File: src/rtl/tournament_table_scheduler.sv
// Port sequencer for the tournament predictor's single-port counter tables: arbitrates
// fetch lookups against queued training updates and owns the speculative history.
// Optional build macro TOURN_SCHED_STARVE_EN enables the starvation counter.
module tournament_table_scheduler #(
  parameter int HIST_W     = 12,
  parameter int QDEPTH     = 4,
  parameter int STARVE_MAX = 3
) (
  input  logic                       clock,
  input  logic                       reset,
  input  logic                       pred_req,
  output logic                       pred_ready,
  output logic                       pred_valid,
  output logic                       pred_taken,
  output logic [HIST_W-1:0]          pred_index,
  input  logic                       upd_valid,
  output logic                       upd_ready,
  input  logic                       upd_taken,
  input  logic [HIST_W-1:0]          upd_index,
  input  logic                       upd_mispredict,
  output logic                       tbl_en,
  output logic                       tbl_we,
  output logic [HIST_W-1:0]          tbl_addr,
  output logic                       tbl_taken,
  input  logic                       tbl_pred,
  output logic [HIST_W-1:0]          hist,
  output logic [$clog2(QDEPTH):0]    q_count
);
  localparam int PTR_W = $clog2(QDEPTH);
  localparam int CNT_W = PTR_W + 1;

  typedef enum logic [1:0] {IDLE = 2'd0, PRED_WAIT = 2'd1, UPD_WR = 2'd2} state_t;

  state_t             state;
  logic [HIST_W-1:0]  q_index [QDEPTH];
  logic [QDEPTH-1:0]  q_taken;
  logic [PTR_W-1:0]   rd_ptr;
  logic [PTR_W-1:0]   wr_ptr;
  logic [CNT_W-1:0]   count;
  logic               full;
  logic               not_empty;
  logic               starved;
  logic               grant_pred;
  logic               grant_upd;
  logic               push;
  logic               pop;

  assign full      = (count == CNT_W'(QDEPTH));
  assign not_empty = (count != '0);
  assign upd_ready = !full;
  assign q_count   = count;
  assign push      = upd_valid && !full;
  assign pop       = (state == UPD_WR);

`ifdef TOURN_SCHED_STARVE_EN
  localparam int SC_W = $clog2(STARVE_MAX + 1);
  logic [SC_W-1:0] starve_cnt;

  assign starved = (starve_cnt == SC_W'(STARVE_MAX)) && not_empty;

  // Counts prediction grants taken while updates wait; cleared when an update issues.
  always_ff @(posedge clock or posedge reset) begin
    if (reset) begin
      starve_cnt <= '0;
    end else if (grant_upd) begin
      starve_cnt <= '0;
    end else if (grant_pred && not_empty && (starve_cnt != SC_W'(STARVE_MAX))) begin
      starve_cnt <= starve_cnt + SC_W'(1);
    end
  end
`else
  assign starved = 1'b0;
`endif

  // Grant is gated by reset so nothing reaches the table while reset is held.
  always_comb begin
    grant_pred = 1'b0;
    grant_upd  = 1'b0;
    if (state == IDLE && !reset) begin
      if (full || starved) begin
        grant_upd = 1'b1;
      end else if (pred_req) begin
        grant_pred = 1'b1;
      end else if (not_empty) begin
        grant_upd = 1'b1;
      end else begin
        grant_upd = 1'b0;
      end
    end else begin
      grant_pred = 1'b0;
    end
  end

  always_comb begin
    pred_ready = grant_pred;
    pred_valid = (state == PRED_WAIT);
    pred_taken = (state == PRED_WAIT) && tbl_pred;
    tbl_en     = grant_pred || grant_upd || (state == UPD_WR);
    tbl_we     = (state == UPD_WR);
    tbl_taken  = (state == UPD_WR) && q_taken[rd_ptr];
    if (grant_pred) begin
      tbl_addr = hist;
    end else if (grant_upd || (state == UPD_WR)) begin
      tbl_addr = q_index[rd_ptr];
    end else begin
      tbl_addr = '0;
    end
  end

  // Queue payload storage; contents are don't-care until pushed.
  always_ff @(posedge clock) begin
    if (push) begin
      q_index[wr_ptr] <= upd_index;
      q_taken[wr_ptr] <= upd_taken;
    end
  end

  // Sequencer, queue pointers and speculative history.
  always_ff @(posedge clock or posedge reset) begin
    if (reset) begin
      state      <= IDLE;
      rd_ptr     <= '0;
      wr_ptr     <= '0;
      count      <= '0;
      hist       <= '0;
      pred_index <= '0;
    end else begin
      case (state)
        IDLE: begin
          if (grant_pred) begin
            pred_index <= hist;
            state      <= PRED_WAIT;
          end else if (grant_upd) begin
            state <= UPD_WR;
          end
        end
        PRED_WAIT: state <= IDLE;
        UPD_WR: begin
          rd_ptr <= rd_ptr + PTR_W'(1);
          state  <= IDLE;
        end
        default: state <= IDLE;
      endcase

      if (push) begin
        wr_ptr <= wr_ptr + PTR_W'(1);
      end

      case ({push, pop})
        2'b10:   count <= count + CNT_W'(1);
        2'b01:   count <= count - CNT_W'(1);
        default: count <= count;
      endcase

      // A mispredict repair wins over the shift of a completing prediction.
      if (push && upd_mispredict) begin
        hist <= {upd_index[HIST_W-2:0], upd_taken};
      end else if (state == PRED_WAIT) begin
        hist <= {hist[HIST_W-2:0], tbl_pred};
      end
    end
  end

endmodule

File: config.mk
export PLATFORM = sky130hd
export DESIGN_NAME = tournament_table_scheduler
export DESIGN_NICKNAME = d
export VERILOG_FILES = /design/src/rtl/tournament_table_scheduler.sv
export SDC_FILE = /design/constraint.sdc
export NUM_CORES = 1
export LEC_CHECK = 0
export CAP_MARGIN = 25
export CORE_UTILIZATION = 52
export DETAILED_ROUTE_END_ITERATION = 7
export PLACE_DENSITY_LB_ADDON = 0.25
export SYNTH_ARGS = -nofsm -noshare
export SYNTH_HDL_FRONTEND = slang
export SYNTH_SLANG_ARGS = --single-unit
File: constraint.sdc
create_clock -name clock -period 2.99 [get_ports clock]
set_clock_uncertainty 0.1 [all_clocks]
set_input_delay 0.598 -clock clock [delete_from_list [all_inputs] [get_ports clock]]
set_output_delay 0.598 -clock clock [all_outputs]
set_load 0.02 [all_outputs]
After elaboration in Yosys (flattened, before gate mapping)
Memory sizes are Yosys's and may differ from the RTL's.
Cells that the tools add are included.
Operators by class
  muxes and demuxes: 22
  equal/unequal tests: 6
  $lt $le $gt $ge: 3
  $add $sub $neg: 4
  reduce and logical (&&, ||, !) cells: 16
Operators with widths (count)
  $mux W12: 4
  $mux W1: 11
  $logic_and A1 B1 Y1: 6
  $lt A2 B3 Y1 const B: 2
  $mux W2: 3
  $pmux W3 S2: 1
  $add A2 B1 Y2 const B: 2
  $bwmux W4: 1
  $eq A2 B1 Y1 const B: 2
  $eq A2 B2 Y1 const B: 2
  $reduce_bool A2 Y1: 2
  $add A3 B1 Y3 const B: 1
  $eq A3 B3 Y1 const B: 1
  $logic_or A1 B1 Y1: 3
  $ne A3 B3 Y1 const B: 1
  $reduce_bool A3 Y1: 1
  $sub A3 B1 Y3 const B: 1
  $bmux W1 S2: 1
  $demux W1 S2: 1
  $ge A2 B1 Y1 const B: 1
  $logic_not A1 Y1: 2
  $logic_not A2 Y1: 1
  $reduce_and A2 Y1: 1
Word-level totals
  memories: 1
  memory bits (writable): 48
  output and inout port bits: 46
  flip-flop bits (word level): 37
Memories
  q_index: words 4, width 12, rd ports 1, clocked after memory_dff 0, write ports 1, RTL line 35  | logic [HIST_W-1:0] q_index [QDEPTH];

Longest topological paths before layout
Gate-level depths: netlist of the first run.
  depth after elaboration: 8
  gate-level depth with buffers: 9
  gate-level depth less buffers: 8

Worst setup path after synthesis of the first run
OpenSTA, ideal clock, no wires.
  path type: reg-to-output
  start point: register count[0], in the netlist q_count[0]
  end point: output tbl_addr[0]
  arrival time: 1840 ps
  required time: 2292 ps
  slack: 452 ps
  stages on the path, launching flop included: 8
  cells stage by stage: dfrtp_1 > or3b_1 > buf_6 > and3_4 > buf_6 > buf_12 > clkbuf_8 > o2bb2ai_1
Between the ends
  elaborated cells on any way between the ends: 11
  classes of those cells: eq/ne: 1; mux: 8; reduce/logical: 2
RTL lines
  start, declared: RTL line 39  | logic [CNT_W-1:0] count;
  start signal, assigned: RTL line 150  | 2'b10: count <= count + CNT_W'(1);
  start signal, assigned: RTL line 151  | 2'b01: count <= count - CNT_W'(1);
  start signal, assigned: RTL line 152  | default: count <= count;
  $eq A3 B3 Y1: RTL line 48  | assign full = (count == CNT_W'(QDEPTH));
  $mux W1: RTL line 80  | if (full || starved) begin
  $mux W1: RTL line 79  | if (state == IDLE && !reset) begin
  via pred_ready: RTL line 12  | output logic pred_ready,
  $mux W12: RTL line 101  | if (grant_pred) begin
  end, declared: RTL line 23  | output logic [HIST_W-1:0] tbl_addr,
The timed path passes the listed nets, and every way through them passes these cells.

Worst setup path in the final report of the first run
  start point: input reset
  end point: output tbl_addr[9]
Between the ends
  cells in the longest elaborated chain, start to end: 6
  elaborated cells on any way between the ends: 7
  classes of those cells: mux: 4; reduce/logical: 3
RTL lines
  start, declared: RTL line 10  | input logic reset,
  $logic_not A1 Y1 (no source line) (*)
  $logic_and A1 B1 Y1 (*): RTL line 79
  $mux W1: RTL line 79
  $logic_or A1 B1 Y1: RTL line 103  | end else if (grant_upd || (state == UPD_WR)) begin
  $mux W12: RTL line 103
  $mux W12 (*): RTL line 101
Every way passes the cells marked *; elsewhere a longest branch is shown, timed or not.

==> results of run 1 <==
## per-layer routing
| metal | share of wire | global-route usage |
|---|---|---|
| met1 | 0.43 | 0.289 |
| met2 | 0.51 | 0.354 |
| met5 | 0 | 0 |
| met3 | 0.036 | 0.0414 |
| met4 | 0.020 | 0.0909 |
## stage by stage
| stage | util | std cells | instance area [um^2] | setup slack (ns) |
|---|---|---|---|---|
| 2_1_floorplan | - | 213 | 3670 | 0.452 |
| 3_3_place_gp | 0.662 | 382 | 4490 | -0.108 |
| 3_5_place_dp | 0.662 | 382 | 4490 | -0.194 |
| 4_1_cts | 0.690 | 399 | 4690 | 0.0985 |
| 5_1_grt | 0.690 | 399 | 4690 | 0.00565 |
| 6_report | 0.690 | 399 | 4690 | 0.109 |
## power groups by stage
| stage | clock, mW | sequential [mW] | combinational [mW] |
|---|---|---|---|
| after CTS | 0.824 | 1.89 | 2.25 |
| after detailed placement | 0 | 1.91 | 2.29 |
| after global routing | 0.872 | 1.93 | 2.38 |
| final | 0.810 | 1.88 | 2.21 |
| after global placement | 0 | 1.90 | 2.26 |
| after floorplan | 0 | 2.07 | 1.15 |
## state kept, by name, summed over array words and instances, names as in the netlist
name / count
state: 2
q_count: 3
pred_index: 12
q_index: 48
q_taken: 4
rd_ptr: 2
wr_ptr: 2
hist: 12
## cells in the mapped netlist (2+ instances only)
cell type / count / area, um^2
and2_1: 2 / 12.5
and3_2: 5 / 37.5
buf_2: 4 / 20.0
buf_6: 2 / 22.5
clkbuf_1: 2 / 7.51
dfrtp_1: 33 / 826
edfxtp_1: 52 / 1560
ha_1: 5 / 62.6
inv_1: 19 / 71.3
mux2_2: 31 / 349
mux2_4: 6 / 90.1
mux4_2: 13 / 293
nand2_1: 2 / 7.51
nor2_1: 3 / 11.3
o2bb2ai_1: 12 / 105
xnor2_1: 3 / 26.3
xor2_1: 3 / 26.3
## repair_timing
| item | 4_1_cts | 5_1_grt |
|---|---|---|
| gates resized for setup | 15 | 0 |
| setup buffers | 1 | 0 |
| endpoints found under the setup margin | 14 | 0 |
## final timing paths
kind / to / slack, ns / depth (start not counted)
setup / recovery: tbl_addr[9] / 0.11 / 5
hold / removal: pred_index[7] / 0.41 / 1
setup reg to reg: q_count[2] / 0.56 / 10
hold reg to reg: pred_index[7] / 0.41 / 1
max in group asynchronous: hist[4] / 1.79 / 3
min in group asynchronous: state[1] / 0.66 / 3
## cell families after synthesis
group,Yosys count
XOR/XNOR,6
multiplexers,51
AND/OR/NAND/NOR,21
adder cells (fa/ha/maj),6
buffers and inverters,29
AO/OA/AOI/OAI,15
flip-flops,85
## critical path, delay by kind of cell
| family | cells | cell delay (ns) |
|---|---|---|
| AND/OR/NAND/NOR | 2 | 0.62 |
| buffers and inverters | 2 | 0.79 |
| AO/OA/AOI/OAI | 1 | 0.16 |
## cell type report
| cell class | instances | area, um^2 | share of cell area |
|---|---|---|---|
| timing repair buffer | 84 | 773 | 0.165 |
| sequential | 85 | 2390 | 0.509 |
| multi-input combinational | 99 | 1140 | 0.243 |
| tap | 96 | 120 | 0.0256 |
| inverter | 19 | 71.3 | 0.0152 |
| clock inverter | 5 | 58.8 | 0.0125 |
| clock buffer | 11 | 141 | 0.0301 |
==> results_dict.tcl, run 1 <==
set metrics [dict create \
    outcome "finished, final reports clean" \
    fmax_mhz 347 \
    syn_to_final_growth_pct 27.6 \
    leakage_nw 1.87 \
    cts_buffers 9 \
    seqPwrFrac 0.384 \
    place_congestion 0.741 \
    crit_slowest_cell "clkdlybuf4s50_1" \
    avgSynthCellArea_um2 17.3 \
    yosys.area_share.simple 0.0364 \
    synth_flop_cell "edfxtp_1" \
    core_um2 6790 \
    ys_ff_latch 85 \
    cpPeakStageDelay_ns 0.44 \
    min_path_type "reg2reg" \
    grt_pass1_vias 2191 \
    hpwl_um 4880 \
    power_mw 4.91 \
    maxCapViolations 0 \
    ios 65 \
    drc_errors 0 \
    min_from "pred_index[7]" \
    synth_compound_area_frac 0.0330 \
    avgRoutedWirePerCell_um 18.2 \
    route.final.wire_length_um 7280 \
    cts_buffer_depth 2 \
    die_w_um 86.1 \
    fin_crit_sh 0.963 \
    cp-end-kind "primary output" \
    overflow 0 \
    p_sw_frac 0.350 \
    synthAdderAreaFrac 0.0225 \
    crit_chain "clkdlybuf4s50_1, nor3_1, and3_4, o2bb2ai_1, dlygate4sd2_1" \
    rows 30 \
    hold_buffers 0 \
    routed_via_density 5.27 \
    clk_pin_slew_ns 0.08 \
    synth.mux.area_fraction 0.202 \
    fill_cells 491 \
    setup.worst_path.start "reset" \
    period_minus_slack_ns 2.88 \
    clkPwrFrac 0.165 \
    diodes 0 \
    pwr-share-comb 0.451 \
    grt_max_degree 34 \
    syn_area_um2 3670 \
    synth_sequential_area_ratio 0.650 \
    internal_power_mw 3.19 \
    synth-edff-count 52 \
    async_reset_ff_frac 0.388 \
    setup_tns_ns 0 \
    clock-sinks 85 \
    vias 2102 \
    p_sw_mw 1.72 \
    peakVddDrop_mv 0.676 \
    initial_core_util 0.541 \
    drv_slew 0 \
    hold_slack_ns 0.415 \
    most-common-layout-cells "edfxtp_1 (52), clkdlybuf4s50_1 (50), dfrtp_1 (33), mux2_2 (31), buf_4 (20)" \
    slew_headroom 0.688 \
    worstSkewPairLatency_ns 0.34 \
    synth_cell_types 33 \
    io_buffers 64 \
    worst_setup_path_start_kind "input pin" \
    power_density_nw_per_um2 1050 \
    worstSetupPathType "in2out" \
    ctsRootBufferMaster "clkbuf_8" \
    r2r_start "q_count[0]" \
    synthesis.nets 238 \
    drt_iter0_drc 121 \
    cts_tree "built" \
    worstMarginPinSlew_ns 0.468 \
    final_common_cell "edfxtp_1" \
    dr.pass1.iters 4 \
    critical_path_required_ns 2.29 \
    rsz0062_at_grt "false" \
    netlist_instances 213 \
    synth_top_family_by_area "multiplexers" \
    setup_viol 0 \
    die_area_um2 7410 \
    grt_pass1_wl_um 11600 \
    cp.arrival_ns 2.18 \
    crit_path_max_fanout 17 \
    die_h_um 86.1 \
    drtAntennaViolNets 0 \
    fin_nets 323 \
    drive_gt1_frac 0.310 \
    track_usage 0.217 \
    hold_violations 0 \
    antenna_found_initial 0 \
    synth_xor_area_frac 0.0143 \
    cts.htree.levels 3 \
    yosys_warnings 0 \
]
(Power assumes the default switching activity.)
==> run 2: changes to the inputs <==
--- a/config.mk
+++ b/config.mk
@@ -6,7 +6,8 @@
 export NUM_CORES = 1
 export LEC_CHECK = 0
 export CAP_MARGIN = 25
-export CORE_UTILIZATION = 52
+export CORE_UTILIZATION = 54
+export CTS_BUF_LIST = sky130_fd_sc_hd__clkbuf_4
 export DETAILED_ROUTE_END_ITERATION = 7
 export PLACE_DENSITY_LB_ADDON = 0.25
 export SYNTH_ARGS = -nofsm -noshare
==> results_dict.tcl, run 2 (synthesis gave the netlist of run 1 again) <==
set metrics [dict create \
    diodes 0 \
    final_util 0.712 \
    ctsRootBufferMaster "clkbuf_4" \
    largest_register_ffs 48 \
    worstMarginPinSlew_ns 0.661 \
    leakage_nw 1.83 \
    power_density_nw_per_um2 1040 \
    die_area_um2 7140 \
    drive_gt1_frac 0.306 \
    cts_tree "built" \
    dr.pass1.iters 6 \
    worstSetupPathType "reg2out" \
    fill_cells 445 \
    final_common_cell "edfxtp_1" \
    rows 29 \
    dpl-instance-area_um2 4430 \
    fin_nets 321 \
    cp-end-kind "primary output" \
    cts_buffer_depth 2 \
    cts_buffers 9 \
    peakVddDrop_mv 0.570 \
    ios 65 \
    fmax_mhz 341 \
    antenna_found_initial 0 \
    setup_viol 0 \
    vias 2125 \
    setup_tns_ns 0 \
    maxCapViolations 0 \
    drtAntennaViolNets 0 \
    clk_pin_slew_ns 0.13 \
    top_regs "q_index x48, hist x12, pred_index x12" \
    cpPeakStageDelay_ns 0.53 \
    fin_crit_sh 0.980 \
    period_minus_slack_ns 2.93 \
    stdcell_area_um2 4600 \
    die_h_um 84.5 \
    most-common-layout-cells "edfxtp_1 (52), clkdlybuf4s50_1 (51), dfrtp_1 (32), mux2_2 (31), inv_1 (19)" \
    grt_pass1_vias 2181 \
    avgRoutedWirePerCell_um 19.9 \
    hold_slack_ns 0.428 \
    hpwl_um 4990 \
    place_congestion 0.721 \
    clock-sinks 85 \
    hold_buffers 0 \
    setup_slack_ns 0.0590 \
    crit_chain "or3_2, a31oi_4, buf_4, o2bb2ai_1, dlygate4sd2_1" \
    placed_cells 357 \
    initial_core_util 0.569 \
    regMostFlops "q_index" \
    crit_slowest_cell "or3_2" \
    overflow 0 \
    drt_iter0_drc 208 \
    crit_path_max_fanout 7 \
    syn_to_final_growth_pct 25.2 \
    cts.htree.levels 3 \
    multiInputGateArea_um2 1150 \
    route.final.wire_length_um 7510 \
    failed_checks "design-rule violations" \
    slew_headroom 0.558 \
    power_mw 4.77 \
    crit_buf_inv 2 \
    critical_path_required_ns 2.29 \
    die_w_um 84.5 \
    core_um2 6460 \
    cp.arrival_ns 2.23 \
    final_cells 378 \
    seq_area_um2 2390 \
    track_usage 0.222 \
    grt_pass1_wl_um 11600 \
    hold_violations 0 \
    worst_setup_path_start_kind "flip-flop" \
    rsz0062_at_grt "true" \
    io_buffers 64 \
    routed_via_density 5.62 \
    worstSkewPairLatency_ns 0.41 \
    outcome "finished, violations left" \
    post-place-ws_ns -0.128 \
    grt_max_degree 34 \
    drc_errors 6 \
    min_path_type "reg2reg" \
    drv_slew 0 \
    cpLargestDelayFamily "simple AND/OR/NAND/NOR gates" \
]
-- run 2: path summary, 6_finish.rpt --
path / slack, ns / to / depth (start not counted) / from
max: 0.06 / tbl_addr[11] / 5 / q_count[0]
min in group asynchronous: 0.58 / wr_ptr[1] / 3 / reset
max reg2reg: 0.61 / q_count[2] / 9 / q_count[0]
min reg2reg: 0.43 / pred_index[4] / 1 / pred_index[4]
min: 0.43 / pred_index[4] / 1 / pred_index[4]
max in group asynchronous: 1.88 / q_count[0] / 3 / reset
-- run 2: layout make-up --
class                           count  share of cell area
Clock buffer                       10              0.0163
Sequential cell                    85               0.519
Multi-Input combinational cell     99               0.249
Tap cell                           77              0.0209
Clock inverter                      6              0.0133
Inverter                           19              0.0155
Timing Repair Buffer               82               0.165
-- run 2: report_power, final --
group / total (mW) / internal [mW] / switching [mW]
clock: 0.636 / 0.262 / 0.374
sequential: 1.91 / 1.63 / 0.278
combinational: 2.23 / 1.14 / 1.08
-- run 2: layer usage --
metal | global-route usage | vias to the layer above | wire length [um]
li1 | - | 960 | -
met1 | 0.298 | 1092 | 3140
met2 | 0.377 | 63 | 3890
met3 | 0.0305 | 10 | 345
met4 | 0.0770 | 0 | 138
met5 | 0 | - | 0
-- run 2: repair_timing --
action | CTS | global route
pin swaps | 0 | 1
cloned | 0 | 1
endpoints found under the setup margin | 13 | 13
endpoints found under the hold margin | 0 | 0
gates resized for setup | 13 | 7
setup buffers | 0 | 4
